===== config.mk =====
export PLATFORM = sky130hd
export DESIGN_NAME = gtf_link_reset_mgr_flat
export DESIGN_NICKNAME = d
export VERILOG_FILES = /design/src/rtl/gtf_link_reset_mgr_if.sv /design/src/rtl/gtf_link_reset_mgr.sv /design/src/flat_wrapper.sv
export SDC_FILE = /design/constraint.sdc
export NUM_CORES = 1
export LEC_CHECK = 0
export CAP_MARGIN = 20
export CORE_MARGIN = 4
export CORE_UTILIZATION = 30
export DETAILED_ROUTE_END_ITERATION = 16
export PLACE_DENSITY = 0.48
export REMOVE_ABC_BUFFERS = 1
export SLEW_MARGIN = 5
export SYNTH_ARGS = -nofsm -noshare
export SYNTH_HDL_FRONTEND = slang
export SYNTH_SLANG_ARGS = --single-unit

===== constraint.sdc =====
create_clock -name gtf_freerun_clk -period 2.9 [get_ports gtf_freerun_clk]
set_input_delay 0.435 -clock gtf_freerun_clk [delete_from_list [all_inputs] [get_ports gtf_freerun_clk]]
set_output_delay 0.435 -clock gtf_freerun_clk [all_outputs]
set_load 0.02 [all_outputs]

===== src/rtl/gtf_link_reset_mgr_if.sv =====
// ----------------------------------------------------------------------------
// gtf_link_reset_mgr_if
//   Signal bundle between the GTF link reset manager and its surroundings.
//   Everything is synchronous to gtf_freerun_clk, which is a plain port of the
//   manager and is not carried here.
//
// Handshake semantics: there is no valid/ready pairing on this bundle. Level
//   inputs (clk_wiz_locked_in, link_status_in) are sampled every cycle.
//   Pulse inputs (user_reset_req_in, link_down_clr_in) act in each cycle they
//   are high. All outputs are registered levels that are valid every cycle.
//
// Signals
//   clk_wiz_locked_in     clock wizard lock, already synchronised
//   user_reset_req_in     single-cycle request to restart the global sequence
//   link_status_in        per-channel link-up status
//   link_down_clr_in      per-channel clear of the down latch and counter
//   gtwiz_reset_all_out   active-high global wizard reset
//   ch_reset_out          active-high per-channel retry reset
//   link_stable_out       channel qualified stable
//   link_down_latched_out sticky: a stable link was lost
//   link_down_count_out   saturating link-loss counts, channel i at [i*CNT_W +: CNT_W]
//   g_state_dbg           global FSM state
//   ch_state_dbg          channel FSM states, channel i at [i*3 +: 3]
//
// Modports
//   master  drives the inputs of the manager (surrounding logic / bench)
//   slave   the manager itself
// ----------------------------------------------------------------------------
interface gtf_link_reset_mgr_if #(
  parameter int NUM_CHANNEL = 4,
  parameter int CNT_W       = 16
);
  logic                         clk_wiz_locked_in;
  logic                         user_reset_req_in;
  logic [NUM_CHANNEL-1:0]       link_status_in;
  logic [NUM_CHANNEL-1:0]       link_down_clr_in;
  logic                         gtwiz_reset_all_out;
  logic [NUM_CHANNEL-1:0]       ch_reset_out;
  logic [NUM_CHANNEL-1:0]       link_stable_out;
  logic [NUM_CHANNEL-1:0]       link_down_latched_out;
  logic [NUM_CHANNEL*CNT_W-1:0] link_down_count_out;
  logic [1:0]                   g_state_dbg;
  logic [NUM_CHANNEL*3-1:0]     ch_state_dbg;

  modport master (
    output clk_wiz_locked_in, user_reset_req_in, link_status_in, link_down_clr_in,
    input  gtwiz_reset_all_out, ch_reset_out, link_stable_out,
           link_down_latched_out, link_down_count_out, g_state_dbg, ch_state_dbg
  );

  modport slave (
    input  clk_wiz_locked_in, user_reset_req_in, link_status_in, link_down_clr_in,
    output gtwiz_reset_all_out, ch_reset_out, link_stable_out,
           link_down_latched_out, link_down_count_out, g_state_dbg, ch_state_dbg
  );
endinterface


===== src/rtl/gtf_link_reset_mgr.sv =====
// ----------------------------------------------------------------------------
// gtf_link_reset_mgr
//   Reset sequencer and link-stability supervisor for the GTF channels.
//   A global FSM holds gtwiz_reset_all_out until the clock wizard is locked
//   and RESET_DELAY cycles have passed. Per-channel FSMs then qualify each
//   link as stable after STABLE_CYCLES consecutive up samples, and latch and
//   count losses of a stable link.
//
// Build option
//   GTF_LINK_AUTO_RETRY_EN  when defined, a channel that waits LINK_TIMEOUT
//                           cycles for link-up gets a RETRY_PULSE-cycle
//                           ch_reset_out pulse. When undefined the retry state
//                           and timeout counter are absent and ch_reset_out=0.
//
// Ports
//   gtf_freerun_clk   sole clock
//   gtf_freerun_rst   synchronous active-high reset
//   bus               gtf_link_reset_mgr_if.slave (all other I/O)
// ----------------------------------------------------------------------------
module gtf_link_reset_mgr #(
  parameter int NUM_CHANNEL   = 4,
  parameter int RESET_DELAY   = 100,
  parameter int STABLE_CYCLES = 2048,
  parameter int LINK_TIMEOUT  = 1000000,
  parameter int RETRY_PULSE   = 16,
  parameter int CNT_W         = 16
) (
  input  logic                gtf_freerun_clk,
  input  logic                gtf_freerun_rst,
  gtf_link_reset_mgr_if.slave bus
);

  if (RESET_DELAY < 1 || STABLE_CYCLES < 1 || LINK_TIMEOUT < 1 ||
      RETRY_PULSE < 1 || CNT_W < 1 || NUM_CHANNEL < 1) begin : g_param_check
    $error("gtf_link_reset_mgr: parameter out of range");
  end

  localparam logic [1:0] G_WAIT_LOCK = 2'd0;
  localparam logic [1:0] G_DELAY     = 2'd1;
  localparam logic [1:0] G_RUN       = 2'd2;

  localparam logic [2:0] C_IDLE    = 3'd0;
  localparam logic [2:0] C_WAIT_UP = 3'd1;
  localparam logic [2:0] C_QUALIFY = 3'd2;
  localparam logic [2:0] C_STABLE  = 3'd3;
`ifdef GTF_LINK_AUTO_RETRY_EN
  localparam logic [2:0] C_RESET   = 3'd4;
  localparam int TW = $clog2(LINK_TIMEOUT + 1);
  localparam int PW = $clog2(RETRY_PULSE + 1);
`endif

  localparam int DW = $clog2(RESET_DELAY + 1);
  localparam int QW = $clog2(STABLE_CYCLES + 1);

  // Global sequencer
  logic [1:0]    g_state, g_next;
  logic [DW-1:0] dly_q, dly_next;
  logic          gtwiz_q;

  // Per-channel supervisors
  logic [2:0]             c_state   [NUM_CHANNEL];
  logic [2:0]             c_next    [NUM_CHANNEL];
  logic [QW-1:0]          qual_q    [NUM_CHANNEL];
  logic [QW-1:0]          qual_next [NUM_CHANNEL];
  logic [NUM_CHANNEL-1:0] down_evt;
  logic [NUM_CHANNEL-1:0] stable_q;
  logic [NUM_CHANNEL-1:0] latch_q;
  logic [NUM_CHANNEL*CNT_W-1:0] cnt_q;
  logic [NUM_CHANNEL*3-1:0]     ch_dbg;
`ifdef GTF_LINK_AUTO_RETRY_EN
  logic [TW-1:0]          to_q    [NUM_CHANNEL];
  logic [TW-1:0]          to_next [NUM_CHANNEL];
  logic [PW-1:0]          rp_q    [NUM_CHANNEL];
  logic [PW-1:0]          rp_next [NUM_CHANNEL];
  logic [NUM_CHANNEL-1:0] chrst_q;
`endif

  // Lock loss is checked first so it beats a coincident user request.
  // The counter transitions on reaching 1 so that the release lands exactly
  // RESET_DELAY+1 cycles after lock is first seen.
  always_comb begin
    g_next   = g_state;
    dly_next = dly_q;
    if (!bus.clk_wiz_locked_in) begin
      g_next = G_WAIT_LOCK;
    end else begin
      case (g_state)
        G_WAIT_LOCK: begin
          g_next   = G_DELAY;
          dly_next = DW'(RESET_DELAY);
        end
        G_DELAY: begin
          if (bus.user_reset_req_in) begin
            dly_next = DW'(RESET_DELAY);
          end else if (dly_q == DW'(1)) begin
            g_next   = G_RUN;
            dly_next = '0;
          end else begin
            dly_next = dly_q - DW'(1);
          end
        end
        G_RUN: begin
          if (bus.user_reset_req_in) begin
            g_next   = G_DELAY;
            dly_next = DW'(RESET_DELAY);
          end
        end
        default: g_next = G_WAIT_LOCK;
      endcase
    end
  end

  // Channels follow g_next so that they enter C_WAIT_UP in the same cycle
  // the global FSM enters G_RUN, and drop to C_IDLE in the same cycle it
  // leaves. A forced drop is never a link-down event.
  always_comb begin
    for (int i = 0; i < NUM_CHANNEL; i++) begin
      c_next[i]    = c_state[i];
      qual_next[i] = qual_q[i];
      down_evt[i]  = 1'b0;
`ifdef GTF_LINK_AUTO_RETRY_EN
      to_next[i]   = to_q[i];
      rp_next[i]   = rp_q[i];
`endif
      if (g_next != G_RUN) begin
        c_next[i]    = C_IDLE;
        qual_next[i] = '0;
`ifdef GTF_LINK_AUTO_RETRY_EN
        to_next[i]   = '0;
        rp_next[i]   = '0;
`endif
      end else begin
        case (c_state[i])
          C_IDLE: begin
            c_next[i]    = C_WAIT_UP;
            qual_next[i] = '0;
`ifdef GTF_LINK_AUTO_RETRY_EN
            to_next[i]   = '0;
`endif
          end
          C_WAIT_UP: begin
            if (bus.link_status_in[i]) begin
              if (STABLE_CYCLES == 1) begin
                c_next[i] = C_STABLE;
              end else begin
                c_next[i]    = C_QUALIFY;
                qual_next[i] = QW'(1);
              end
`ifdef GTF_LINK_AUTO_RETRY_EN
            end else if (to_q[i] == TW'(LINK_TIMEOUT)) begin
              c_next[i]  = C_RESET;
              rp_next[i] = '0;
            end else begin
              to_next[i] = to_q[i] + TW'(1);
`endif
            end
          end
          C_QUALIFY: begin
            if (!bus.link_status_in[i]) begin
              c_next[i]    = C_WAIT_UP;
              qual_next[i] = '0;
`ifdef GTF_LINK_AUTO_RETRY_EN
              to_next[i]   = '0;
`endif
            end else if (qual_q[i] == QW'(STABLE_CYCLES - 1)) begin
              c_next[i] = C_STABLE;
            end else begin
              qual_next[i] = qual_q[i] + QW'(1);
            end
          end
          C_STABLE: begin
            if (!bus.link_status_in[i]) begin
              c_next[i]    = C_WAIT_UP;
              qual_next[i] = '0;
              down_evt[i]  = 1'b1;
`ifdef GTF_LINK_AUTO_RETRY_EN
              to_next[i]   = '0;
`endif
            end
          end
`ifdef GTF_LINK_AUTO_RETRY_EN
          C_RESET: begin
            if (rp_q[i] == PW'(RETRY_PULSE - 1)) begin
              c_next[i]  = C_WAIT_UP;
              to_next[i] = '0;
            end else begin
              rp_next[i] = rp_q[i] + PW'(1);
            end
          end
`endif
          default: c_next[i] = C_IDLE;
        endcase
      end
    end
  end

  always_ff @(posedge gtf_freerun_clk) begin
    if (gtf_freerun_rst) begin
      g_state  <= G_WAIT_LOCK;
      dly_q    <= '0;
      gtwiz_q  <= 1'b1;
      stable_q <= '0;
      latch_q  <= '0;
      cnt_q    <= '0;
      for (int i = 0; i < NUM_CHANNEL; i++) begin
        c_state[i] <= C_IDLE;
        qual_q[i]  <= '0;
`ifdef GTF_LINK_AUTO_RETRY_EN
        to_q[i]    <= '0;
        rp_q[i]    <= '0;
`endif
      end
`ifdef GTF_LINK_AUTO_RETRY_EN
      chrst_q <= '0;
`endif
    end else begin
      g_state <= g_next;
      dly_q   <= dly_next;
      gtwiz_q <= (g_next != G_RUN);
      for (int i = 0; i < NUM_CHANNEL; i++) begin
        c_state[i]  <= c_next[i];
        qual_q[i]   <= qual_next[i];
        stable_q[i] <= (c_next[i] == C_STABLE);
`ifdef GTF_LINK_AUTO_RETRY_EN
        to_q[i]     <= to_next[i];
        rp_q[i]     <= rp_next[i];
        chrst_q[i]  <= (c_next[i] == C_RESET);
`endif
        // A clear coinciding with a new loss leaves exactly that one loss.
        if (down_evt[i]) begin
          latch_q[i] <= 1'b1;
          if (bus.link_down_clr_in[i]) begin
            cnt_q[i*CNT_W +: CNT_W] <= CNT_W'(1);
          end else if (cnt_q[i*CNT_W +: CNT_W] != {CNT_W{1'b1}}) begin
            cnt_q[i*CNT_W +: CNT_W] <= cnt_q[i*CNT_W +: CNT_W] + CNT_W'(1);
          end
        end else if (bus.link_down_clr_in[i]) begin
          latch_q[i]              <= 1'b0;
          cnt_q[i*CNT_W +: CNT_W] <= '0;
        end
      end
    end
  end

  always_comb begin
    ch_dbg = '0;
    for (int i = 0; i < NUM_CHANNEL; i++) begin
      ch_dbg[i*3 +: 3] = c_state[i];
    end
  end

  assign bus.gtwiz_reset_all_out   = gtwiz_q;
  assign bus.link_stable_out       = stable_q;
  assign bus.link_down_latched_out = latch_q;
  assign bus.link_down_count_out   = cnt_q;
  assign bus.g_state_dbg           = g_state;
  assign bus.ch_state_dbg          = ch_dbg;
`ifdef GTF_LINK_AUTO_RETRY_EN
  assign bus.ch_reset_out          = chrst_q;
`else
  assign bus.ch_reset_out          = '0;
`endif

endmodule


===== src/flat_wrapper.sv =====
// flat-port wrapper written by rule: the top's interface ports become plain ports
module gtf_link_reset_mgr_flat 
#(
  parameter int NUM_CHANNEL   = 4,
  parameter int RESET_DELAY   = 100,
  parameter int STABLE_CYCLES = 2048,
  parameter int LINK_TIMEOUT  = 1000000,
  parameter int RETRY_PULSE   = 16,
  parameter int CNT_W         = 16
)
  (gtf_freerun_clk, gtf_freerun_rst, bus_clk_wiz_locked_in, bus_user_reset_req_in, bus_link_status_in, bus_link_down_clr_in, bus_gtwiz_reset_all_out, bus_ch_reset_out, bus_link_stable_out, bus_link_down_latched_out, bus_link_down_count_out, bus_g_state_dbg, bus_ch_state_dbg);
  gtf_link_reset_mgr_if #(.NUM_CHANNEL(NUM_CHANNEL), .CNT_W(CNT_W)) bus_i ();
  input  logic gtf_freerun_clk;
  input  logic gtf_freerun_rst;
  input wire logic [$bits(bus_i.clk_wiz_locked_in)-1:0] bus_clk_wiz_locked_in;
  input wire logic [$bits(bus_i.user_reset_req_in)-1:0] bus_user_reset_req_in;
  input wire logic [$bits(bus_i.link_status_in)-1:0] bus_link_status_in;
  input wire logic [$bits(bus_i.link_down_clr_in)-1:0] bus_link_down_clr_in;
  output wire logic [$bits(bus_i.gtwiz_reset_all_out)-1:0] bus_gtwiz_reset_all_out;
  output wire logic [$bits(bus_i.ch_reset_out)-1:0] bus_ch_reset_out;
  output wire logic [$bits(bus_i.link_stable_out)-1:0] bus_link_stable_out;
  output wire logic [$bits(bus_i.link_down_latched_out)-1:0] bus_link_down_latched_out;
  output wire logic [$bits(bus_i.link_down_count_out)-1:0] bus_link_down_count_out;
  output wire logic [$bits(bus_i.g_state_dbg)-1:0] bus_g_state_dbg;
  output wire logic [$bits(bus_i.ch_state_dbg)-1:0] bus_ch_state_dbg;
  assign bus_i.clk_wiz_locked_in = bus_clk_wiz_locked_in;
  assign bus_i.user_reset_req_in = bus_user_reset_req_in;
  assign bus_i.link_status_in = bus_link_status_in;
  assign bus_i.link_down_clr_in = bus_link_down_clr_in;
  assign bus_gtwiz_reset_all_out = bus_i.gtwiz_reset_all_out;
  assign bus_ch_reset_out = bus_i.ch_reset_out;
  assign bus_link_stable_out = bus_i.link_stable_out;
  assign bus_link_down_latched_out = bus_i.link_down_latched_out;
  assign bus_link_down_count_out = bus_i.link_down_count_out;
  assign bus_g_state_dbg = bus_i.g_state_dbg;
  assign bus_ch_state_dbg = bus_i.ch_state_dbg;
  gtf_link_reset_mgr #(.NUM_CHANNEL(NUM_CHANNEL), .RESET_DELAY(RESET_DELAY), .STABLE_CYCLES(STABLE_CYCLES), .LINK_TIMEOUT(LINK_TIMEOUT), .RETRY_PULSE(RETRY_PULSE), .CNT_W(CNT_W)) u_core (.gtf_freerun_clk(gtf_freerun_clk), .gtf_freerun_rst(gtf_freerun_rst), .bus(bus_i));
endmodule

==> run_results.csv <==
group,metric,value,unit
timing,timing.final.crit_share,0.886,
synthesis,synth_edf_count,0,
global_routing,first_global_vias,6420,
synthesis,synth_top_cell_by_area,"dfxtp_1",
global_routing,antenna_found_initial,0,
clock_network,postCtsSetupBuffers,0,
floorplan,die_y,165,um
clock_network,htree_num_levels,4,
synthesis,yosysTopAreaCellShare,0.386,
power_and_ir_drop,p_int,0.00320,W
clock_network,tritoncts,"done",
floorplan,pin_count,103,
power_and_ir_drop,p_per_area,447,nW/um^2
floorplan,core_area,24200,sq um
global_routing,grt_util_met1,0.209,
timing,finalMaxSlewViolations,0,
drt,dr.pass1.iters,5,
clock_network,cts_buffer_depth,2,
place,place_area,8830,sq um
min_path,hp-class,"register to register",
global_routing,grt_max_degree,23,
synthesis,syn_inst,871,
clock_network,clk_pin_slew,0.06,ns
global_routing,grt_pass1_wl,33500,um
drt,viasPerCell,5.16,
global_routing,grtUsageMet3,0.0339,
drt,drc_errors,0,
clock_network,hold_buffers,0,
drt,wirelength,20200,um
setup_path,rr_worst_depth,5,
cells_and_area,synthToLayoutAreaGrowth,27.4,%
drt,ant_nets,0,
clock_network,cts_root_buffer,"clkbuf_16",
job,maxCapViolations,0,
clock_network,post_cts_resized,0,
synthesis,netlist_area,7360,sq um
timing,setup_viol,0,
synthesis,netlist-cell-type-count,72,
synthesis,synthArstFlopShare,0,
power_and_ir_drop,clockPowerShare,0.489,
drt,wl_per_cell,15.2,um
setup_path,required,3.26,ns
power_and_ir_drop,pwr-share-comb,0.039,
power_and_ir_drop,p_leak,2.88,nW
setup_path,end_kind,"register",
timing,max_freq,389,MHz
power_and_ir_drop,ir_drop,0.291,mV
floorplan,start_util,0.304,
clock_network,clk_latency,0.42,ns
synthesis,yosys_warnings,0,
power_and_ir_drop,switching_share,0.239,
global_routing,grt_use_met2,0.239,
drt,vias,6836,
synthesis,yosysSeqAreaShare,0.386,
cells_and_area,design_area,9380,sq um
setup_path,crit_fanout,10,
synthesis,post-synth-top-count-cell,"dfxtp_1",
global_routing,grtUsageTotal,0.152,
floorplan,row_count,57,
synthesis,ys_ff_latch,142,
timing,fin_skew,0.00941,ns
place,dpl.hpwl,14700,um
cells_and_area,regArea,2840,sq um
cells_and_area,antenna_cells,0,
timing,tightest_slew,0.770,ns
clock_network,cts.sinks,142,
drt,drt_iter0_markers,449,
power_and_ir_drop,p_switching,0.00100,W
synthesis,syn_avg_cell_area,8.46,sq um
setup_path,startpoint_type,"register",
synthesis,synth_area_leaders,"dfxtp_1 (39%), xnor2_1 (4.5%), a21oi_1 (3.9%), nand2_1 (3.9%), nor2_1 (3.7%)",
floorplan,die_w,165,um
cells_and_area,multi_input_area,4300,sq um
cells_and_area,layout.nets,1010,
place,io_buffer_count,98,
global_routing,grt_most_used_layer,"met2",
timing,rsz0062_at_grt,"no",
timing,slew-limit-headroom,0.482,
floorplan,dieArea,27100,sq um
clock_network,cts_buffers,17,
timing,fin_crit,2.57,ns
global_routing,overflow,0,
power_and_ir_drop,p_seq_frac,0.472,
synthesis,synth_commonest_cells,"dfxtp_1 (142), nand2_1 (76), nor2_1 (73)",
setup_path,critical_path_class,"register to register",
timing,finalSetupTns,0,ns
synthesis,synth_flop_cell,"dfxtp_1",
outcome,status,"complete, no violations",
place,gp_congestion,0.820,
cells_and_area,final.fill_count,2460,
timing,final_hold_viol_count,0,
cells_and_area,drive_gt1_frac,0.0870,
setup_path,cp.arrival,2.93,ns
min_path,hold_depth,2,
## final cells by class
class / instances / area share
Clock buffer: 17 / 0.0453
Clock inverter: 14 / 0.0132
Inverter: 19 / 0.00760
Multi-Input combinational cell: 679 / 0.458
Sequential cell: 142 / 0.303
Tap cell: 324 / 0.0432
Timing Repair Buffer: 129 / 0.129
## power by group through the flow
stage                     combinational (W)  sequential (W)  clock [W]
final                              0.000164         0.00198    0.00205
after global routing               0.000182         0.00198    0.00221
after CTS                          0.000165         0.00198    0.00213
after detailed placement           0.000164         0.00202          0
after global placement             0.000164         0.00202          0
after floorplan                   0.0000808         0.00202          0
## cells in the final DEF, fill, tap and decap left out, types with 8 or more instances in the layout
cell type        instances
a211oi_1                12
buf_4                   31
nor2b_1                  8
conb_1                   8
o31ai_1                 12
and4_1                  19
nand3_1                 35
inv_1                   17
a21oi_1                 58
or4_1                   13
nor2_1                  73
nand2_1                 76
o21ai_0                 47
xor2_1                  30
xnor2_1                 38
o211ai_1                 9
clkdlybuf4s50_1         98
and2_1                  12
nand4_1                 33
nor4_1                  16
or3_1                   17
nand2b_1                11
clkbuf_16               17
ha_1                    10
nor3_1                  18
nor4b_1                  9
dfxtp_1                142
## worst max-delay path: stages (launching register included)
cell and delay [ns]:
dfxtp_1 0.33, or4_4 0.56, o41a_1 0.56, a211o_1 0.46, or4_1 0.53, nand2_1 0.07
## per-stage QoR
stage | setup WS [ns] | total power (W) | hold slack, ns | std cells | utilization
floorplan | 0.327 | 0.00210 | 0.439 | 840 | -
global placement | 0.239 | 0.00219 | 0.446 | 1293 | 0.364
detailed placement | 0.188 | 0.00219 | 0.459 | 1293 | 0.364
CTS | 0.290 | 0.00427 | 0.467 | 1324 | 0.387
global route | 0.202 | 0.00437 | 0.485 | 1324 | 0.387
finish | 0.332 | 0.00420 | 0.461 | 1324 | 0.387
## routing by layer
metal,wire [um],share of wire
met1,9950,0.49
met2,9130,0.45
met3,910,0.045
met5,0,0
met4,179,0.0089
## registers in the layout, indices dropped and copies added (netlist names)
| signal | count |
|---|---|
| u_core.dly_q | 7 |
| u_core.c_state | 12 |
| u_core.bus.link_stable_out | 4 |
| u_core.bus.link_down_latched_out | 4 |
| u_core.bus.link_down_count_out | 64 |
| u_core.bus.gtwiz_reset_all_out | 1 |
| u_core.bus.g_state_dbg | 2 |
| u_core.qual_q | 48 |
## final timing paths
check	start	end	slack (ns)
worst max-delay path	u_core.dly_q[5]	u_core.qual_q[0][3]	0.33
worst max register to register	u_core.dly_q[5]	u_core.qual_q[0][3]	0.33
worst min-delay path	u_core.bus.link_down_latched_out[0]	u_core.bus.link_down_latched_out[0]	0.46
worst min register to register	u_core.bus.link_down_latched_out[0]	u_core.bus.link_down_latched_out[0]	0.46
## cells by family (layout without fill, tap and decap cells)
kind of cell | after synthesis | count (layout) | synth area share
AOI/OAI and AO/OA | 200 | 200 | 0.175
and+or+nand+nor | 390 | 390 | 0.303
muxes | 3 | 3 | 0.00408
buffers and inverters | 57 | 179 | 0.0338
xor gates and xnor gates | 68 | 68 | 0.0809
adders and majority gates | 10 | 10 | 0.0170
other | 1 | 8 | 0.000509
DFF | 142 | 142 | 0.386
(Power assumes the default switching activity.)
